===== config.mk =====
export PLATFORM = sky130hd
export DESIGN_NAME = console_tx
export DESIGN_NICKNAME = d
export VERILOG_FILES = /design/src/rtl/console_tx_pkg.sv /design/src/rtl/console_tx_fifo.sv /design/src/rtl/console_tx.sv
export SDC_FILE = /design/constraint.sdc
export NUM_CORES = 1
export LEC_CHECK = 0
export BUFFER_PORTS_ARGS = -buffer_cell sky130_fd_sc_hd__buf_2
export CAP_MARGIN = 30
export CORE_ASPECT_RATIO = 0.75
export CORE_MARGIN = 2
export CORE_UTILIZATION = 33
export DETAILED_ROUTE_END_ITERATION = 7
export PLACE_DENSITY = 0.57
export REMOVE_ABC_BUFFERS = 1
export SLEW_MARGIN = 20
export SYNTH_ARGS = -nofsm -noshare
export SYNTH_HDL_FRONTEND = slang
export SYNTH_HIERARCHICAL = 1
export SYNTH_SLANG_ARGS = --single-unit

===== constraint.sdc =====
create_clock -name clk -period 8.15 [get_ports clk]
set_clock_uncertainty 0.15 [all_clocks]
set_input_delay 0.815 -clock clk [delete_from_list [all_inputs] [get_ports clk]]
set_output_delay 0.815 -clock clk [all_outputs]
set_load 0.01 [all_outputs]

===== src/rtl/console_tx_pkg.sv =====
// Shared types for the console transmitter: FSM states, parity modes and the parity helper.
package console_tx_pkg;

    typedef enum logic [2:0] {
        TX_IDLE,
        TX_START,
        TX_DATA,
        TX_PARITY,
        TX_STOP
    } uart_state_t;

    typedef enum logic [1:0] {
        PAR_NONE,
        PAR_EVEN,
        PAR_ODD
    } uart_parity_t;

    // Characters narrower than 8 bits are zero-extended, which leaves the XOR unchanged.
    function automatic logic calc_parity(input logic [7:0] data, input uart_parity_t mode);
        return (mode == PAR_ODD) ? ~^data : ^data;
    endfunction

endpackage


===== src/rtl/console_tx_fifo.sv =====
// Synchronous FIFO buffering characters between the CPU write port and the serialiser.
module tx_fifo #(
    parameter int DEPTH = 16,
    parameter int WIDTH = 7
) (
    input  logic                   clk,
    input  logic                   reset,
    input  logic                   push,
    input  logic                   pop,
    input  logic [WIDTH-1:0]       wr_data,
    output logic [WIDTH-1:0]       rd_data,
    output logic                   full,
    output logic                   empty,
    output logic [$clog2(DEPTH):0] level
);

    localparam int AW = $clog2(DEPTH);

    logic [WIDTH-1:0] mem [DEPTH];
    logic [AW-1:0]    wr_ptr;
    logic [AW-1:0]    rd_ptr;
    logic [AW:0]      count;
    logic             do_push;
    logic             do_pop;

    assign do_push = push && !full;
    assign do_pop  = pop && !empty;

    // Pointers wrap naturally; count carries the extra bit that tells full from empty.
    always_ff @(posedge clk or posedge reset) begin
        if (reset) begin
            wr_ptr <= '0;
            rd_ptr <= '0;
            count  <= '0;
        end else begin
            if (do_push) wr_ptr <= wr_ptr + 1'b1;
            if (do_pop)  rd_ptr <= rd_ptr + 1'b1;
            case ({do_push, do_pop})
                2'b10:   count <= count + 1'b1;
                2'b01:   count <= count - 1'b1;
                default: count <= count;
            endcase
        end
    end

    always_ff @(posedge clk) begin
        if (do_push) mem[wr_ptr] <= wr_data;
    end

    assign rd_data = mem[rd_ptr];
    assign full    = (count == (AW+1)'(DEPTH));
    assign empty   = (count == '0);
    assign level   = count;

endmodule


===== src/rtl/console_tx.sv =====
// FIFO-buffered serial console transmitter: frames queued characters as start, data LSB-first,
// optional parity and stop bits at a fixed bit period, back-to-back while the FIFO has data.
module console_tx
    import console_tx_pkg::*;
#(
    parameter int DATA_BITS    = 7,
    parameter int FIFO_DEPTH   = 16,
    parameter int CLKS_PER_BIT = 16,
    parameter int PARITY_MODE  = 0,
    parameter int STOP_BITS    = 1
) (
    input  logic                        clk,
    input  logic                        reset,
    input  logic                        wr_valid,
    input  logic [DATA_BITS-1:0]        wr_data,
    output logic                        wr_ready,
    output logic                        txd,
    output logic                        busy,
    output logic [$clog2(FIFO_DEPTH):0] level,
    output logic                        overflow
);

    localparam int CNT_W = $clog2(2 * CLKS_PER_BIT);
    localparam int BIT_W = (DATA_BITS > 1) ? $clog2(DATA_BITS) : 1;
    localparam uart_parity_t PAR_CFG = (PARITY_MODE == 1) ? PAR_EVEN :
                                       (PARITY_MODE == 2) ? PAR_ODD  : PAR_NONE;
    localparam logic [CNT_W-1:0] BIT_LAST  = CNT_W'(CLKS_PER_BIT - 1);
    localparam logic [CNT_W-1:0] STOP_LAST = CNT_W'(STOP_BITS * CLKS_PER_BIT - 1);
    localparam logic [BIT_W-1:0] DATA_LAST = BIT_W'(DATA_BITS - 1);

    if ((FIFO_DEPTH < 2) || ((FIFO_DEPTH & (FIFO_DEPTH - 1)) != 0)) begin : g_bad_depth
        $error("console_tx: FIFO_DEPTH must be a power of two >= 2");
    end
    if (CLKS_PER_BIT < 2) begin : g_bad_clks
        $error("console_tx: CLKS_PER_BIT must be >= 2");
    end
    if ((STOP_BITS < 1) || (STOP_BITS > 2)) begin : g_bad_stop
        $error("console_tx: STOP_BITS must be 1 or 2");
    end
    if ((PARITY_MODE < 0) || (PARITY_MODE > 2)) begin : g_bad_parity
        $error("console_tx: PARITY_MODE must be 0, 1 or 2");
    end
    if ((DATA_BITS < 5) || (DATA_BITS > 8)) begin : g_bad_data
        $error("console_tx: DATA_BITS must be in 5..8");
    end

    uart_state_t          state;
    logic [CNT_W-1:0]     clk_cnt;
    logic [BIT_W-1:0]     bit_idx;
    logic [DATA_BITS-1:0] shift;
    logic                 parity_bit;
    logic [DATA_BITS-1:0] fifo_data;
    logic                 fifo_full;
    logic                 fifo_empty;
    logic                 fifo_push;
    logic                 fifo_pop;

    assign wr_ready  = !fifo_full;
    assign fifo_push = wr_valid && wr_ready;
    assign busy      = (state != TX_IDLE) || (level != '0);

    tx_fifo #(
        .DEPTH (FIFO_DEPTH),
        .WIDTH (DATA_BITS)
    ) u_fifo (
        .clk     (clk),
        .reset   (reset),
        .push    (fifo_push),
        .pop     (fifo_pop),
        .wr_data (wr_data),
        .rd_data (fifo_data),
        .full    (fifo_full),
        .empty   (fifo_empty),
        .level   (level)
    );

    // A new character is taken either from idle or on the last stop cycle, so frames abut.
    always_comb begin
        fifo_pop = 1'b0;
        if (!fifo_empty) begin
            fifo_pop = (state == TX_IDLE) || ((state == TX_STOP) && (clk_cnt == STOP_LAST));
        end
    end

    always_ff @(posedge clk or posedge reset) begin
        if (reset) overflow <= 1'b0;
        else       overflow <= wr_valid && !wr_ready;
    end

    always_ff @(posedge clk or posedge reset) begin
        if (reset) begin
            state      <= TX_IDLE;
            clk_cnt    <= '0;
            bit_idx    <= '0;
            shift      <= '0;
            parity_bit <= 1'b0;
            txd        <= 1'b1;
        end else if (fifo_pop) begin
            shift      <= fifo_data;
            parity_bit <= calc_parity(8'(fifo_data), PAR_CFG);
            clk_cnt    <= '0;
            txd        <= 1'b0;
            state      <= TX_START;
        end else begin
            case (state)
                TX_IDLE: begin
                    txd <= 1'b1;
                end
                TX_START: begin
                    if (clk_cnt == BIT_LAST) begin
                        clk_cnt <= '0;
                        bit_idx <= '0;
                        txd     <= shift[0];
                        shift   <= shift >> 1;
                        state   <= TX_DATA;
                    end else begin
                        clk_cnt <= clk_cnt + 1'b1;
                    end
                end
                TX_DATA: begin
                    if (clk_cnt == BIT_LAST) begin
                        clk_cnt <= '0;
                        if (bit_idx == DATA_LAST) begin
                            if (PAR_CFG != PAR_NONE) begin
                                txd   <= parity_bit;
                                state <= TX_PARITY;
                            end else begin
                                txd   <= 1'b1;
                                state <= TX_STOP;
                            end
                        end else begin
                            bit_idx <= bit_idx + 1'b1;
                            txd     <= shift[0];
                            shift   <= shift >> 1;
                        end
                    end else begin
                        clk_cnt <= clk_cnt + 1'b1;
                    end
                end
                TX_PARITY: begin
                    if (clk_cnt == BIT_LAST) begin
                        clk_cnt <= '0;
                        txd     <= 1'b1;
                        state   <= TX_STOP;
                    end else begin
                        clk_cnt <= clk_cnt + 1'b1;
                    end
                end
                TX_STOP: begin
                    if (clk_cnt == STOP_LAST) begin
                        clk_cnt <= '0;
                        state   <= TX_IDLE;
                    end else begin
                        clk_cnt <= clk_cnt + 1'b1;
                    end
                end
                default: begin
                    state <= TX_IDLE;
                    txd   <= 1'b1;
                end
            endcase
        end
    end

endmodule

==> run metrics <==
chip height 124 um; io pins 19; DR top layer met4; Static Leak approximately 0.0027 uW; gp weighted congestion between 0.7 and 0.8; CP Data Arrival Time approximately 3900 ps; CP endpoint kind flop; GRT Total Usage 0.136; crit-path cells ha_1, nand4b_4, a211oi_4, nor2b_1, ha_1, inv_1, fa_1, nor2b_1, o21ai_1, nand3_1, or3b_1, xnor2_1; simple-gate portion of the synthesized area 0.0797; vias in the first global route 3462; # hold bufs at CTS 0; DRC Markers 0; Post-synth EDFFs roughly 110; Final Total Pwr about 1900 uW; clock-pin transition on the worst setup and hold timing paths 60 ps; XOR/XNOR share of the synthesized area 0.0152; CTS tree yes; met2 WL slightly above 6 mm; Synth area leader edfxtp_1; r2r setup slk ~4400 ps; synthesized area per cell between 15 and 20 um^2; status finished clean; post-cts resize count 0; Synth Cell Area roughly 6300 um^2; worst hold path class in -> async; drt total wl about 13 mm; end-of-flow core utilization 0.385; Routed met3 length between 400 and 500 um; synth cell count leaders edfxtp_1 (112), dfrtp_1 (32), mux2i_1 (24), nor2_1 (21), nand2_1 (18); Clock Sinks about 150; R2R depth 12; CP max FO 14; Crit. Startpoint clk_cnt[0]; Avg WL per Cell between 15 and 20 um; WP data required roughly 8300 ps; DIE AREA between 20000 and 25000 um^2; vias per cell a little over 5; Pwr Density roughly 260 nW/um^2; Synth-to-Final Area Change 13.4%; setup TNS 0 ps; Clk Latency, worst-skew pair around 420 ps; Vias between 3000 and 4000; RSZ-0062 raised after global routing false; Die Wd about 160 um; Final Cell Area approximately 7000 um^2; Setup Viol. Count Final 0; # nets final 450; WL met1 6.14 mm; max cap viols 0; Synth async-reset ratio 0.228; Fmax achieved 0.265 GHz; postcts setup bufs 0; synthesized-area fraction occupied by adder cells 0.0268; Synth Area in Compound Gates 0.0813; cells after synthesis a little over 400; Startpoint Class flop; final worst path period need approximately 3800 ps; worst r2r src clk_cnt[0]; clk buf depth 2; clock root cell clkbuf_16; slew margin rel. 0.450; final hold vios 0; Synth area leaders edfxtp_1 (53%), dfrtp_1 (13%), mux4_2 (5.0%); detailed placement HPWL 8.56 mm; reg2reg end u_fifo/level[4]; Worst VDD drop around 0.00017 V; Initial Util 0.340; pin count of the biggest net entering global routing 46; GRT overflow 0; Critical Path Sink u_fifo/level[4]; number of synthesized register bits around 150; share of layout cells above drive strength 1 0.210; post-synth top area share 0.530; Yosys warning total 6; worst setup path class reg -> reg; Slew @ Worst Pin ~830 ps; Slew Viols, Final 0; H-tree depth 4; ANT cells 0; post-synthesis mux area share 0.104; Slowest cell on crit path a211oi_4; top_reg_cell synth edfxtp_1; pre-CTS setup slack ~4400 ps; Site Rows between 40 and 50; Routed Antenna Nets 0; Num CTS Buffers 17; Placed Area about 6600 um^2; CP max stage delay 560 ps; sequential share of the synthesized area 0.661; Cell variety after synth 60; IO Port Bufs 18; largest family of logic cells by synthesized area multiplexers; top-count cell post-synth edfxtp_1; core area between 15000 and 20000 um^2; initial antenna violation count 0; Worst Slack Setup Final about 4400 ps; initial drt markers between 150 and 200; global-route wire length before repair approximately 20 mm; drt pass-1 iters 4; Tcrit/Tclk final 0.464
[sequential cells by signal, summed over array words and instances, names as in the netlist]
name and flops:
txd 1, shift 7, u_fifo/level 5, bit_idx 3, clk_cnt 5, u_fifo/rd_ptr 4
u_fifo/mem 112, u_fifo/wr_ptr 4, state 3, overflow 1
[final cells by class]
type | instances | area (um^2)
clock buffer | 18 | 429
clock inverter | 13 | 139
fill | 1719 | 11500
inverter | 14 | 52.6
multi-input combinational | 227 | 1950
sequential | 145 | 4190
tap | 247 | 309
timing repair buffer | 22 | 115
[metrics by stage]
step           hold slack (ps)  instances
4_1_cts                    291        686
3_3_place_gp               335        652
5_1_grt                    322        686
3_5_place_dp               343        655
2_1_floorplan              319        386
6_report                   287        686
[logic make-up after synthesis]
logic type      Yosys count
compound gates           67
xor+xnor                 11
fa+ha+maj                13
buf+inv                  34
flops                   145
mux                      47
simple gates             89
[where the power goes]
group / leakage [uW] / internal [uW] / switching (uW)
Combinational: 0.00103 / 74.9 / 136
Sequential: 0.00143 / 878 / 48.6
Clock: 0.000266 / 448 / 294
[metal layers]
| metal | up-vias | global-route usage |
|---|---|---|
| met5 | - | 0 |
| met4 | 0 | 0.0510 |
| met3 | 15 | 0.0350 |
| met2 | 65 | 0.212 |
| met1 | 1810 | 0.185 |
| li1 | 1601 | - |
[worst max-delay path: cells and delay by family (launching register included)]
family          cells  cell delay, ps
simple gates        5            1230
fa+ha+maj           3            1010
compound gates      2             640
xor+xnor            1             130
buf+inv             1             100
flops               1             400
[how the worst min path moves through the flow]
| stage | to | slack (ps) | startpoint |
|---|---|---|---|
| 3_3_place_gp | shift[6] | 340 | shift[6] |
| 5_1_grt | u_fifo/level[4] | 320 | reset |
| 2_1_floorplan | clk_cnt[4] | 320 | clk_cnt[4] |
| 3_5_place_dp | shift[6] | 340 | shift[6] |
| 4_1_cts | u_fifo/level[4] | 290 | reset |
| 6_report | u_fifo/level[4] | 290 | reset |
[layout by cell type, fill, tap and decap left out, types with 7 or more instances in the layout]
cell / netlist / routed
nand2_1: 18 / 18
buf_2: 5 / 20
edfxtp_1: 112 / 112
o21ai_0: 17 / 17
a21oi_1: 10 / 10
nor2_1: 21 / 21
dfrtp_1: 32 / 31
mux4_2: 14 / 14
mux2i_1: 24 / 24
a22oi_1: 8 / 8
a221oi_2: 7 / 7
inv_1: 14 / 14
clkbuf_16: 0 / 17
xnor2_1: 7 / 7
mux2_1: 8 / 8
and2_1: 8 / 8
ha_1: 12 / 12
No activity file was read; power rests on OpenSTA's default activity.
